`config.mk`:
```
export PLATFORM = sky130hd
export DESIGN_NAME = uart_tx_ctrl
export DESIGN_NICKNAME = d
export VERILOG_FILES = /design/src/rtl/uart_tx_ctrl.sv
export SDC_FILE = /design/constraint.sdc
export NUM_CORES = 1
export LEC_CHECK = 0
export BUFFER_PORTS_ARGS = -buffer_cell sky130_fd_sc_hd__clkbuf_2
export CORE_MARGIN = 2
export CORE_UTILIZATION = 50
export CTS_BUF_LIST = sky130_fd_sc_hd__clkbuf_4 sky130_fd_sc_hd__clkbuf_8
export CTS_CLUSTER_SIZE = 30
export DETAILED_ROUTE_END_ITERATION = 8
export PLACE_DENSITY = 0.84
export SLEW_MARGIN = 20
export SYNTH_ARGS = -nofsm -noshare
export SYNTH_HDL_FRONTEND = slang
export SYNTH_SLANG_ARGS = --single-unit
```
`constraint.sdc`:
```
create_clock -name clk -period 3.3 [get_ports clk]
set_input_delay 0.66 -clock clk [delete_from_list [all_inputs] [get_ports clk]]
set_output_delay 0.66 -clock clk [all_outputs]
set_load 0.005 [all_outputs]
```
`src/rtl/uart_tx_ctrl.sv`:
```
// uart_tx_ctrl: UART TX sequencer driving an external PISO; parity stage enabled by UART_TX_PARITY_EN
module uart_tx_ctrl #(
  parameter int CLKS_PER_BIT = 16,
  parameter int STOP_BITS    = 1,
  parameter int PARITY_ODD   = 0
) (
  input  logic       clk,
  input  logic       rst,
  input  logic       tx_start,
  input  logic [7:0] tx_datain,
  output logic       tx_ready,
  output logic [7:0] piso_data,
  output logic       load_data,
  output logic       shift,
  input  logic       databit,
  output logic       txd,
  output logic       busy,
  output logic       tx_done
);
  localparam int CW = $clog2(CLKS_PER_BIT * STOP_BITS);
  localparam logic [CW-1:0] BIT_END  = CW'(CLKS_PER_BIT - 1);
  localparam logic [CW-1:0] STOP_END = CW'(CLKS_PER_BIT * STOP_BITS - 1);
  typedef enum logic [2:0] {IDLE, LOAD, START, DATA, PARITY, STOP} state_t;
  state_t state, next;
  logic [CW-1:0] cnt;
  logic [2:0] bit_idx;
  logic bit_end, stop_end, wrap, par_bit;
  assign bit_end  = cnt == BIT_END;
  assign stop_end = cnt == STOP_END;
  assign wrap     = (state == STOP) ? stop_end : bit_end;
  assign par_bit  = (^piso_data) ^ (PARITY_ODD != 0);
  always_ff @(posedge clk) begin
    if (rst) begin
      state     <= IDLE;
      cnt       <= '0;
      bit_idx   <= '0;
      piso_data <= '0;
    end else begin
      state     <= next;
      cnt       <= (state == IDLE || state == LOAD || wrap) ? '0 : cnt + 1'b1;
      bit_idx   <= (state == DATA) ? bit_idx + {2'b00, bit_end} : '0;
      piso_data <= (state == IDLE && tx_start) ? tx_datain : piso_data;
    end
  end
  always_comb begin
    next = state;
    unique case (state)
      IDLE:   next = tx_start ? LOAD : IDLE;
      LOAD:   next = START;
      START:  next = bit_end ? DATA : START;
`ifdef UART_TX_PARITY_EN
      DATA:   next = (bit_end && bit_idx == 3'd7) ? PARITY : DATA;
`else
      DATA:   next = (bit_end && bit_idx == 3'd7) ? STOP : DATA;
`endif
      PARITY: next = bit_end ? STOP : PARITY;
      STOP:   next = stop_end ? IDLE : STOP;
      default: next = IDLE;
    endcase
  end
  assign tx_ready  = state == IDLE;
  assign busy      = state != IDLE;
  assign load_data = state == LOAD;
  assign shift     = state == DATA && bit_end;
  assign tx_done   = state == STOP && stop_end;
  assign txd       = (state == START) ? 1'b0 :
                     (state == DATA)  ? databit :
                     (state == PARITY) ? par_bit : 1'b1;
endmodule
```
### Yosys cells after proc, flatten, opt, wreduce, memory -nomap -nowiden

Cells that the tools add are included.

* register bits: 18
* latch bits: 0
* RAM bits: 0
* bits in read-only memories: 0
* input port bits: 12
* output and inout bits: 14
* logic and storage cells: 34
* memories: 0

* add/sub/neg operators: 2
* multiply operators: 0
* divide/modulo/power cells: 0
* $lt $le $gt $ge: 0
* eq/ne operators: 7
* shifts and indexed selects: 0
* mux-type cells: 9
* bitwise operators: 1
* reduce and logical (&&, ||, !) cells: 11

Operators by type and width (number)
* 3-bit one-hot mux with 6 select lines: 1
* 3-bit == test (second input constant): 3
* 8-bit parity: 1
* 3-bit by 2-bit == test with 1-bit output (second input constant): 2
* 1-bit 2-to-1 mux: 6
* 3-bit 2-to-1 mux: 2
* 4-bit by 1-bit adder with 4-bit output (second input constant): 1
* 4-bit == test (second input constant): 1
* 1-bit logical AND: 4
* 2-bit OR reduction: 2
* 3-bit by 1-bit adder with 3-bit output: 1
* 3-bit by 1-bit == test with 1-bit output (second input constant): 1
* 3-bit logical NOT: 1
* 3-bit nonzero test: 1
* 1-bit logical OR: 2
* 1-bit inverter: 1

### Depth between registers and ports, before layout

Gate-level depths: netlist of run 1.

* depth after elaboration: 4
* depth in mapped cells: 7
* gate-level depth less buffers: 6

### Least setup slack after synthesis of run 1

Ideal clock, no wire load.

* kind: flip-flop to output port
* start point: register piso_data[4]
* end point: output port txd
* data arrival time: 0.875 ns
* data required time: 2.640 ns
* path slack: 1.765 ns
* cell stages (with the launch flop): 5
* buffers on the path: 0
* cells stage by stage: dfxtp_1 xnor2_1 xnor2_1 xnor2_1 a21oi_1

* longest elaborated chain between the ends: 4

Ends and longest elaborated chain
* from (decl): line 12 `output logic [7:0] piso_data,`
* from (signal assigned): line 42 `piso_data <= (state == IDLE && tx_start) ? tx_datain : piso_data;`
* 8-bit parity: line 31 `assign par_bit = (^piso_data) ^ (PARITY_ODD != 0);`
* 1-bit 2-to-1 mux: line 68 `(state == PARITY) ? par_bit : 1'b1;`
* 1-bit 2-to-1 mux: line 67 `(state == DATA) ? databit :`
* 1-bit 2-to-1 mux: line 66 `assign txd = (state == START) ? 1'b0 :`
* to (decl): line 16 `output logic txd,`

Every way passes these cells.

### Final worst setup path of run 1

* start point: register state[0]
* end point: output port shift

* longest elaborated chain between the ends: 2

Ends and longest elaborated chain
* from (decl): line 24 `state_t state, next;`
* from (signal assigned): line 39 `state <= next;`
* 3-bit by 2-bit == test with 1-bit output: line 64 `assign shift = state == DATA && bit_end;`
* 1-bit logical AND: line 64
* to (decl): line 14 `output logic shift,`

Every way passes these cells.

==> summary.md, run 1 <==
| Metric | Value |
|---|---|
| CTS buffer count | `3` |
| Seq/Total Area, Yosys | `43.4%` |
| Skew final | `0.00168 ns` |
| Sink of the worst hold path | `cnt[0]` |
| FF+latch area | `360 um2` |
| Syn Area/Cell | `8.07 um2` |
| Crit path DAT | `1.42 ns` |
| Mapped Nets | `117` |
| CTS Sinks | `18` |
| MaxCap Viol Count | `0` |
| Number of placement rows | `14` |
| Final Hold Fails | `0` |
| Initial DRC count | `12` |
| Htree depth | `1` |
| DR pass1 iterations | `4` |
| Final setup fails | `0` |
| Die area | `2000 um2` |
| Critical Path Start Type | `flip-flop` |
| Initial antenna violation count | `0` |
| Drt drc | `0` |
| Critical path type | `reg -> out` |
| Fill cells | `144` |
| Status | `finished, final reports clean` |
| Largest net degree at the start of global routing | `15` |
| Reg2Reg Depth | `6` |
| Multi-input gate area | `423 um2` |
| Chip width | `44.8 um` |
| PD cells | `454 nW/um2` |
| Synth cell types | `26` |
| Routed Antenna Nets | `0` |
| Final Critical Period | `2.08 ns` |
| Cells after Synth | `103` |
| Worst hold-check path type | `reg -> reg` |
| Vias | `743` |
| Post-cts hold buffer count | `0` |
| Crit share post-route | `63.0%` |
| Placed inst area | `943 um2` |
| Hold depth | `1` |
| Min-delay src | `cnt[0]` |
| Hpwl dp | `1270 um` |
| All-Layer GR Usage | `19.5%` |
| CTS tree | `done` |
| Num ports | `26` |
| Commonest non-fill, non-tap cell in the layout | `clkbuf_2` |
| Max-Slew Margin vs Limit | `75.9%` |
| Number of setup buffers added after CTS | `0` |
| Number of global-route vias before repair | `656` |
| Max FO, Critical Path | `10` |
| Layout cells sized above 1 | `23.6%` |
| Gr ovfl total | `0` |
| RR Startpoint | `cnt[0]` |
| ANT cells | `0` |
| Synth Cell Area | `831 um2` |
| Synthesis-stage register bit count | `18` |
| Area delta synth->final | `17.9%` |
| Setup TNS | `0 ns` |
| Core area | `1520 um2` |
| Yosys warnings | `0` |
| Clock transition at the registers of the reported paths | `0.10 ns` |
| Fin nets | `142` |
| Worst-Skew Late Latency | `0.29 ns` |
| Leak pwr | `0.000414 uW` |
| Die span in y | `44.8 um` |
| Final instance area | `980 um2` |
| First-pass GRT wire length | `2810 um` |
| CP Data Required Time | `2.64 ns` |
| Vias per std cell | `5.20` |
| Initial Util | `54.5%` |
| Nature of the critical path endpoint | `output pin` |
| Root Buffer | `clkbuf_4` |
| Least-Margin Pin Slew | `0.361 ns` |
| Final number of max-transition violations | `0` |
| CTS-repair resized insts | `0` |
| VDD IR-drop max | `0.250 mV` |
| Clock buffer depth | `2` |
| Worst r2r dst | `bit_idx[2]` |
| Fmax | `481 MHz` |
| RSZ-0062 raised after global routing | `false` |
| R2R Setup Slk | `1.83 ns` |
| Placer Congestion | `0.792` |
| Total Wirelength | `1680 um` |
| Wire length per cell | `11.7 um` |
| Port bufs | `25` |
| Most frequent cells in the layout | `25 x clkbuf_2, 18 x nand2_1, 18 x dfxtp_1, 15 x nor2_1, 11 x xnor2_1` |
[Yosys cell counts, drive strengths merged]
master / n / area (um2)
o21ai: 1 / 5.00
a21oi: 11 / 58.8
clkbuf: 1 / 3.75
nand4: 2 / 12.5
ha: 2 / 25.0
a31oi: 1 / 6.26
dfxtp: 18 / 360
nand3: 1 / 5.00
xnor2: 11 / 96.3
nor3: 3 / 15.0
nand3b: 1 / 7.51
nor2b: 1 / 6.26
nand2b: 1 / 6.26
xor2: 1 / 8.76
a211o: 1 / 8.76
or3: 1 / 6.26
nor2: 15 / 56.3
nand2: 18 / 67.6
and2: 3 / 18.8
inv: 4 / 15.0
buf: 4 / 28.8
and3: 1 / 6.26
nor4: 1 / 6.26
[cells by family (layout without fill, tap and decap cells)]
group	after synthesis	in the layout	share of synthesized area [%]
AO/OA/AOI/OAI	14	14	9.49
buffers and inverters	9	33	5.72
flip-flops	18	18	43.4
AND/OR/NAND/NOR	48	48	25.8
adder cells (fa/ha/maj)	2	2	3.01
XOR/XNOR	12	12	12.7
[worst max-delay path by stage]
| stage | from | endpoint | slack (ns) |
|---|---|---|---|
| 2_1_floorplan | piso_data[4] | txd | 1.77 |
| 3_3_place_gp | piso_data[4] | txd | 1.62 |
| 3_5_place_dp | cnt[0] | shift | 1.55 |
| 4_1_cts | state[0] | shift | 1.21 |
| 5_1_grt | state[0] | shift | 1.12 |
| 6_report | state[0] | shift | 1.22 |
[per-stage QoR]
step	total power (uW)	utilization [%]	setup WS, ns	hold slack [ns]	cells
detailed placement	316	61.9	1.55	0.438	139
floorplan	291	-	1.77	0.418	103
CTS	450	64.3	1.21	0.453	143
finish	445	64.3	1.22	0.447	143
global route	473	64.3	1.12	0.468	143
global placement	314	61.9	1.62	0.431	139
[routing by layer]
metal | routed length (um) | vias to the layer above | global-route usage (%)
met2 | 805 | 18 | 31.6
met4 | 21 | 0 | 9.09
met3 | 70 | 4 | 4.00
met1 | 778 | 341 | 24.8
met5 | 0 | - | 0
li1 | - | 380 | -
[sequential cells by signal (all words and copies together) (netlist names)]
register and cells:
piso_data 8, cnt 4, bit_idx 3, state 3
[worst max-delay path, stage by stage (launching register included)]
cell,delay [ns]
dfxtp_1,0.55
nand4_1,0.28
nor2_1,0.18
clkbuf_2,0.12
[power breakdown]
group | internal [uW] | switching, uW
sequential | 227 | 11.5
combinational | 36.2 | 36.3
clock | 67.2 | 66.5
[final cells by class]
cell class	instances	area share [%]
repair buffers	25	12.8
multi-input cells	76	43.2
clock buffers	4	3.70
flip-flops and latches	18	36.8
inverters	4	1.53
well taps	16	2.04
No activity file was read; power rests on OpenSTA's default activity.
==> run 2: changes to the inputs <==
--- a/config.mk
+++ b/config.mk
@@ -5,13 +5,14 @@
 export SDC_FILE = /design/constraint.sdc
 export NUM_CORES = 1
 export LEC_CHECK = 0
+export ABC_AREA = 1
 export BUFFER_PORTS_ARGS = -buffer_cell sky130_fd_sc_hd__clkbuf_2
 export CORE_MARGIN = 2
 export CORE_UTILIZATION = 50
 export CTS_BUF_LIST = sky130_fd_sc_hd__clkbuf_4 sky130_fd_sc_hd__clkbuf_8
 export CTS_CLUSTER_SIZE = 30
 export DETAILED_ROUTE_END_ITERATION = 8
-export PLACE_DENSITY = 0.84
+export PLACE_DENSITY = 0.82
 export SLEW_MARGIN = 20
 export SYNTH_ARGS = -nofsm -noshare
 export SYNTH_HDL_FRONTEND = slang
==> constraint.sdc (replaced) <==
create_clock -name clk -period 2 [get_ports clk]
set_input_delay 0.4 -clock clk [delete_from_list [all_inputs] [get_ports clk]]
set_output_delay 0.4 -clock clk [all_outputs]
set_load 0.005 [all_outputs]
==> run 2 against run 1 <==
  * First-iteration DRC count grew 130%
  * Register-to-register slack lost 1.3 ns
  * Die area rose by 15%
  * Final area is 15% higher
  * Combinational power grew 130%
  * Wire length increased by 6.3%
  * Setup slack lost 0.94 ns
  * Sequential cell count did not move
  * Clock-buffer cell count shrank 1
  * Clock power increased by 31%
  * Power grew 67%
==> summary.md, run 2 <==
| Metric | Value |
|---|---|
| Layout cells sized above 1 | `29.0% (was 23.6%)` |
| Max FO, Critical Path | `6 (was 10)` |
| Seq/Total Area, Yosys | `37.2% (was 43.4%)` |
| Post-synth ARST share | `0% (unchanged)` |
| Largest net degree at the start of global routing | `18 (was 15)` |
| Fin nets | `178 (was 142)` |
| Final Critical Period | `1.72 ns` |
| Nature of the critical path endpoint | `output pin (unchanged)` |
| Crit path DAT | `1.32 ns (was 1.42 ns)` |
| Skew final | `0.00483 ns (was 0.00168 ns)` |
| Initial DRC count | `27 (was 12)` |
| Hpwl dp | `1440 um (was 1270 um)` |
| Initial Util | `54.3% (was 54.5%)` |
| Biggest regs | `piso_data (8), cnt (4) (unchanged)` |
| Total power | `742 uW (was 445 uW)` |
| Placed inst area | `1100 um2 (was 943 um2)` |
| Status | `finished, final reports clean (unchanged)` |
| Post-synth EDFFs | `0 (unchanged)` |
| Synth area leaders | `dfxtp_1 37%, nand2_1 16%, a21oi_2 7.2% (was dfxtp_1 43%, xnor2_1 12%, nand2_1 8.1%)` |
| Critical path type | `reg -> out (unchanged)` |
| Crit share post-route | `86.1%` |
| MaxCap Viol Count | `0 (unchanged)` |
| Clock buffer depth | `2 (unchanged)` |
| Vias | `899 (was 743)` |
| Least-Margin Pin Slew | `0.267 ns (was 0.361 ns)` |
| Placer Congestion | `0.760 (was 0.792)` |
| Prevailing post-synth register cell | `dfxtp_1 (unchanged)` |
| RR Startpoint | `cnt[0] (unchanged)` |
| Clock power frac | `23.6% (was 30.1%)` |
| Num ports | `26 (unchanged)` |
| RSZ-0062 raised after global routing | `false (unchanged)` |
| Psw | `225 uW (was 114 uW)` |
| Area delta synth->final | `16.4% (was 17.9%)` |
| Fmax | `581 MHz` |
| CTS buffer count | `3 (unchanged)` |
| Setup TNS | `0 ns (unchanged)` |
| Largest register by flop count | `piso_data (unchanged)` |
| Core area | `1780 um2 (was 1520 um2)` |
| Most frequent cells in the layout | `42 x nand2_1, 25 x clkbuf_2, 18 x dfxtp_1, 17 x inv_1, 10 x nor2_1 (was 25 x clkbuf_2, 18 x nand2_1, 18 x dfxtp_1, 15 x nor2_1, 11 x xnor2_1)` |
| Clock transition at the registers of the reported paths | `0.10 ns (about the same)` |
| Inst Count DP | `184 (was 139)` |
| Internal Pwr Total | `517 uW (was 330 uW)` |
| Port bufs | `25 (unchanged)` |
| Vias per std cell | `4.81 (was 5.20)` |
| Final Hold Fails | `0 (unchanged)` |
| Yosys top cell area share | `37.2% (was 43.4%)` |
| Critical Path Sink | `tx_done (was shift)` |
| Critical Path Source | `cnt[0] (was state[0])` |
| Combinational Power Share | `22.4% (was 16.3%)` |
| Leak pwr | `0.000540 uW (was 0.000414 uW)` |
| DR pass1 iterations | `4 (unchanged)` |
| Mapped Nets | `149 (was 117)` |
| Sw frac | `30.3% (was 25.7%)` |
| Commonest non-fill, non-tap cell in the layout | `nand2_1 (was clkbuf_2)` |
| Final instance area | `1130 um2 (was 980 um2)` |
| PD cells | `658 nW/um2 (was 454 nW/um2)` |
| VDD IR-drop max | `0.437 mV (was 0.250 mV)` |
| Htree depth | `1 (unchanged)` |
| Synth cell types | `22 (was 26)` |
| CTS Sinks | `18 (unchanged)` |
| CP Data Required Time | `1.60 ns (was 2.64 ns)` |
| Most common cell in the netlist | `nand2_1` |
| All-Layer GR Usage | `18.0% (was 19.5%)` |
| Worst r2r dst | `bit_idx[2] (unchanged)` |
| Chip width | `48.0 um (was 44.8 um)` |
| Max-Slew Margin vs Limit | `82.2% (was 75.9%)` |
| Worst hold-check path type | `in -> reg (was reg -> reg)` |
| Drt drc | `0 (unchanged)` |
| Die span in y | `48.0 um (was 44.8 um)` |
| Post-synth top area cell | `dfxtp_1 (unchanged)` |
| Post-synth top cells | `42 x nand2_1, 18 x dfxtp_1, 17 x inv_1 (was 18 x dfxtp_1, 18 x nand2_1, 15 x nor2_1)` |
| Final cell count without fillers | `187 (was 143)` |
| Number of setup buffers added after CTS | `0 (unchanged)` |
| CTS tree | `done (unchanged)` |
| Total Wirelength | `1780 um (was 1680 um)` |
| Final setup fails | `0 (unchanged)` |
| Yosys warnings | `0 (unchanged)` |
| Gr ovfl total | `0 (unchanged)` |
| First-pass GRT wire length | `2840 um (was 2810 um)` |
| ANT cells | `0 (unchanged)` |
| Wire length per cell | `9.53 um (was 11.7 um)` |
| Number of placement rows | `15 (was 14)` |
| Critical Path Start Type | `flip-flop (unchanged)` |
| Cells after Synth | `135 (was 103)` |
| Post-cts hold buffer count | `0 (unchanged)` |
| Worst-Skew Late Latency | `0.28 ns (was 0.29 ns)` |
| Final number of max-transition violations | `0 (unchanged)` |
| Max reg flops | `8 (unchanged)` |
| Syn Area/Cell | `7.17 um2 (was 8.07 um2)` |
| CTS-repair resized insts | `0 (unchanged)` |
| Initial antenna violation count | `0 (unchanged)` |
| Synthesis-stage register bit count | `18 (unchanged)` |
| Synth Cell Area | `968 um2 (was 831 um2)` |
| Root Buffer | `clkbuf_4 (unchanged)` |
| Number of global-route vias before repair | `778 (was 656)` |
| Flop pwr share | `54.0% (was 53.6%)` |
| R2R Setup Slk | `0.58 ns (was 1.83 ns)` |
| Routed Antenna Nets | `0 (unchanged)` |
| Reg2Reg Depth | `8 (was 6)` |
| Die area | `2300 um2 (was 2000 um2)` |
-- run 2: changes by cell type in the layout (fill, tap and decap cells not counted), sizes merged, moves of 2 or more --
cell / before / now
nand3: 1 / 10
nand4: 2 / 0
inv: 4 / 21
and2: 3 / 0
nand2: 18 / 42
o21ai: 1 / 10
xnor2: 11 / 3
nor2: 15 / 12
-- run 2: cell type report --
type | count | area (um2)
flip-flops and latches | 18 | 360
repair buffers | 25 | 125
inverters | 22 | 82.6
multi-input cells | 94 | 505
fillers | 168 | 656
well taps | 25 | 31.3
clock buffers | 3 | 22.5
-- run 2: kinds of logic after synthesis --
family	Yosys count	share of synthesized area [%]
xor+xnor	3	2.71
fa+ha+maj	2	2.58
simple gates	67	30.6
flops	18	37.2
buf+inv	23	10.6
compound gates	22	16.3
-- run 2: through the flow --
step	setup slack, ns	util (%)	hold WS, ns
after floorplan	0.707	-	0.418
after global routing	0.0810	63.2	0.329
final	0.278	63.2	0.341
after CTS	0.266	63.2	0.334
after global placement	0.606	62.0	0.432
after detailed placement	0.593	62.0	0.436
-- run 2: how the worst min path moves through the flow --
| stage | start | to | slack [ns] | depth (start not counted) |
|---|---|---|---|---|
| finish | rst | state[0] | 0.34 | 2 |
| global route | rst | state[0] | 0.33 | 2 |
| CTS | rst | state[0] | 0.33 | 2 |
| detailed placement | cnt[0] | cnt[0] | 0.44 | 1 |
| global placement | cnt[0] | cnt[0] | 0.43 | 1 |
| floorplan | cnt[0] | cnt[0] | 0.42 | 1 |
-- run 2: power groups by stage --
| stage | Combinational (uW) | Sequential [uW] | Clock, uW |
|---|---|---|---|
| finish | 166 | 401 | 175 |
| global route | 192 | 405 | 195 |
| CTS | 167 | 401 | 179 |
| detailed placement | 166 | 409 | 0 |
| global placement | 163 | 407 | 0 |
| floorplan | 120 | 408 | 0 |
-- run 2: routing by layer --
metal | share of wire [%] | vias up | track usage, %
li1 | - | 479 | -
met1 | 46 | 389 | 21.3
met2 | 46 | 27 | 29.3
met3 | 5.9 | 4 | 3.40
met4 | 2.0 | 0 | 12.4
met5 | 0 | - | 0
-- run 2: critical path: stages, from the launching register on --
cell	delay [ns]
dfxtp_1	0.36
ha_1	0.21
nand3_2	0.15
nor3_1	0.18
clkbuf_2	0.14
==> run 3: changes to the inputs <==
--- a/config.mk
+++ b/config.mk
@@ -7,12 +7,15 @@
 export LEC_CHECK = 0
 export ABC_AREA = 1
 export BUFFER_PORTS_ARGS = -buffer_cell sky130_fd_sc_hd__clkbuf_2
+export CAP_MARGIN = 20
 export CORE_MARGIN = 2
 export CORE_UTILIZATION = 50
 export CTS_BUF_LIST = sky130_fd_sc_hd__clkbuf_4 sky130_fd_sc_hd__clkbuf_8
 export CTS_CLUSTER_SIZE = 30
 export DETAILED_ROUTE_END_ITERATION = 8
+export GPL_TIMING_DRIVEN = 0
 export PLACE_DENSITY = 0.82
+export RECOVER_POWER = 25
 export SLEW_MARGIN = 20
 export SYNTH_ARGS = -nofsm -noshare
 export SYNTH_HDL_FRONTEND = slang
==> run 3 against run 2 <==
  * Maximum frequency decreased by 4.2%
  * First-iteration DRC count shrank 59%
  * Largest cell class unchanged
  * Clock power hardly changed
  * Critical path depth stayed put
  * Cell count increased by 0.53%
  * Hold slack about the same
  * Combinational power is essentially flat
  * Global-route usage rose by 0.89 points
==> summary.md, run 3 (synthesis gave the netlist of run 2 again) <==
| Metric | Value |
|---|---|
| Worst-Skew Late Latency | `0.29 ns (was 0.28 ns)` |
| DR pass1 iterations | `4 (unchanged)` |
| Fmax | `556 MHz (was 581 MHz)` |
| Routed Antenna Nets | `0 (unchanged)` |
| CP cell instances | `ha_1, nand3_1, nor3_1, clkbuf_2 (was ha_1, nand3_2, nor3_1, clkbuf_2)` |
| Core area | `1780 um2 (unchanged)` |
| Number of global-route vias before repair | `791 (was 778)` |
| Port bufs | `25 (unchanged)` |
| Final setup fails | `0 (unchanged)` |
| Layout cells sized above 1 | `26.4% (was 29.0%)` |
| Wire length per cell | `10.0 um (was 9.53 um)` |
| CTS buffer count | `3 (unchanged)` |
| Number of placement rows | `15 (unchanged)` |
| Number of setup buffers added after CTS | `0 (unchanged)` |
| R2R Setup Slk | `0.29 ns (was 0.58 ns)` |
| Global-route met3 utilization | `3.40% (unchanged)` |
| Clock transition at the registers of the reported paths | `0.10 ns (about the same)` |
| CTS-repair resized insts | `0 (unchanged)` |
| Commonest non-fill, non-tap cell in the layout | `nand2_1 (unchanged)` |
| FF+latch area | `360 um2 (unchanged)` |
| CTS tree | `done (unchanged)` |
| Min-delay src | `rst (unchanged)` |
| Final number of max-transition violations | `0 (unchanged)` |
| RR Startpoint | `state[0] (was cnt[0])` |
| Final cell count without fillers | `188 (was 187)` |
| Largest register by flop count | `piso_data (unchanged)` |
| Drt drc | `0 (unchanged)` |
| Final hold slack | `0.341 ns (about the same)` |
| Inst Count DP | `185 (was 184)` |
| Crit path DAT | `1.40 ns (was 1.32 ns)` |
| Root Buffer | `clkbuf_4 (unchanged)` |
| Met2 GRT Util | `33.9% (was 29.3%)` |
| Least-Margin Pin Slew | `0.663 ns (was 0.267 ns)` |
| First-pass GRT wire length | `3080 um (was 2840 um)` |
| Skew final | `0.00542 ns (was 0.00483 ns)` |
| Initial DRC count | `11 (was 27)` |
| Die span in y | `48.0 um (unchanged)` |
| Htree depth | `1 (unchanged)` |
| Max reg flops | `8 (unchanged)` |
| CTS Sinks | `18 (unchanged)` |
| PD cells | `664 nW/um2 (was 658 nW/um2)` |
| RSZ-0062 raised after global routing | `false (unchanged)` |
| Chip width | `48.0 um (unchanged)` |
| Max stage delay on crit path | `0.37 ns (was 0.36 ns)` |
| Worst hold-check path type | `in -> reg (unchanged)` |
| Critical Path Start Type | `flip-flop (unchanged)` |
| Initial Util | `54.3% (unchanged)` |
| Setup TNS | `0 ns (unchanged)` |
| Worst r2r dst | `state[0] (was bit_idx[2])` |
| Slowest CP cell | `dfxtp_1 (unchanged)` |
| Most frequent cells in the layout | `42 x nand2_1, 25 x clkbuf_2, 18 x inv_1, 18 x dfxtp_1, 10 x nor2_1 (was 42 x nand2_1, 25 x clkbuf_2, 18 x dfxtp_1, 17 x inv_1, 10 x nor2_1)` |
| Initial antenna violation count | `0 (unchanged)` |
| ANT cells | `0 (unchanged)` |
| Final Hold Fails | `0 (unchanged)` |
| Area delta synth->final | `14.6% (was 16.4%)` |
| Nature of the critical path endpoint | `output pin (unchanged)` |
| MaxCap Viol Count | `0 (unchanged)` |
| All-Layer GR Usage | `18.9% (was 18.0%)` |
| Critical Path Source | `cnt[0] (unchanged)` |
| Max-Slew Margin vs Limit | `55.8% (was 82.2%)` |
| Num ports | `26 (unchanged)` |
| GRT Max-Usage Layer | `met2 (unchanged)` |
| Clock buffer depth | `2 (unchanged)` |
| Die area | `2300 um2 (unchanged)` |
| Fill cells | `179 (was 168)` |
| Crit share post-route | `89.9% (was 86.1%)` |
| Max FO, Critical Path | `6 (unchanged)` |
| Post-cts hold buffer count | `0 (unchanged)` |
| Vias per std cell | `4.77 (was 4.81)` |
| CP Data Required Time | `1.60 ns (about the same)` |
| Grt met1 use | `21.9% (was 21.3%)` |
| Gr ovfl total | `0 (unchanged)` |
| Total Wirelength | `1880 um (was 1780 um)` |
| Leak pwr | `0.000538 uW (was 0.000540 uW)` |
| Final Critical Period | `1.80 ns (was 1.72 ns)` |
| Status | `finished, final reports clean (unchanged)` |
| Hold depth | `2 (unchanged)` |
| Total power | `737 uW (was 742 uW)` |
| Critical path type | `reg -> out (unchanged)` |
| Sink of the worst hold path | `state[2] (was state[0])` |
| Reg2Reg Depth | `4 (was 8)` |
| VDD IR-drop max | `0.531 mV (was 0.437 mV)` |
| Fin nets | `179 (was 178)` |
| Placer Congestion | `0.755 (was 0.760)` |
| Vias | `896 (was 899)` |
| Multi-input gate area | `484 um2 (was 505 um2)` |
| Biggest regs | `piso_data (8), cnt (4) (unchanged)` |
| Hpwl dp | `1540 um (was 1440 um)` |
| Largest net degree at the start of global routing | `11 (was 18)` |
==> run 3: changes by cell type in the layout (fill, tap and decap cells not counted), sizes merged <==
cell,delta
clkbuf,+1
==> run 3: layout make-up <==
type                       instances  share of cell area [%]
multi-input combinational         94                    43.6
sequential                        18                    32.5
timing repair buffer              25                    11.3
inverter                          22                    7.44
tap                               25                    2.82
clock buffer                       3                    2.03
buffer                             1                   0.338
==> run 3: worst max-delay path by stage <==
stage / slack, ns / endpoint / depth (start not counted)
floorplan: 0.71 / bit_idx[2] / 8
global placement: 0.60 / txd / 11
detailed placement: 0.55 / txd / 11
CTS: 0.23 / txd / 11
global route: 0.06 / tx_done / 4
finish: 0.20 / tx_done / 4
==> run 3: metal layers <==
metal	up-vias	share of wire (%)
met4	0	1.6
li1	480	-
met5	-	0
met3	4	3.3
met1	398	47
met2	14	48
==> run 3: through the flow <==
step	setup WS [ns]	cell area (um2)	util (%)
global route	0.0603	1110	62.2
detailed placement	0.554	1120	63.1
CTS	0.230	1150	64.4
floorplan	0.707	968	-
global placement	0.602	1120	63.1
finish	0.203	1110	62.2
==> run 3: worst max-delay path: cells and delay by family, from the launching register on <==
family	cells	cell delay, ns
buffers and inverters	1	0.14
AND/OR/NAND/NOR	2	0.39
flip-flops	1	0.37
adder cells (fa/ha/maj)	1	0.20
==> run 3: power by group <==
group | switching, uW | internal (uW) | total, uW
registers | 22.0 | 379 | 401
clock network | 103 | 70.0 | 173
logic | 96.0 | 66.9 | 163
total | 221 | 516 | 737
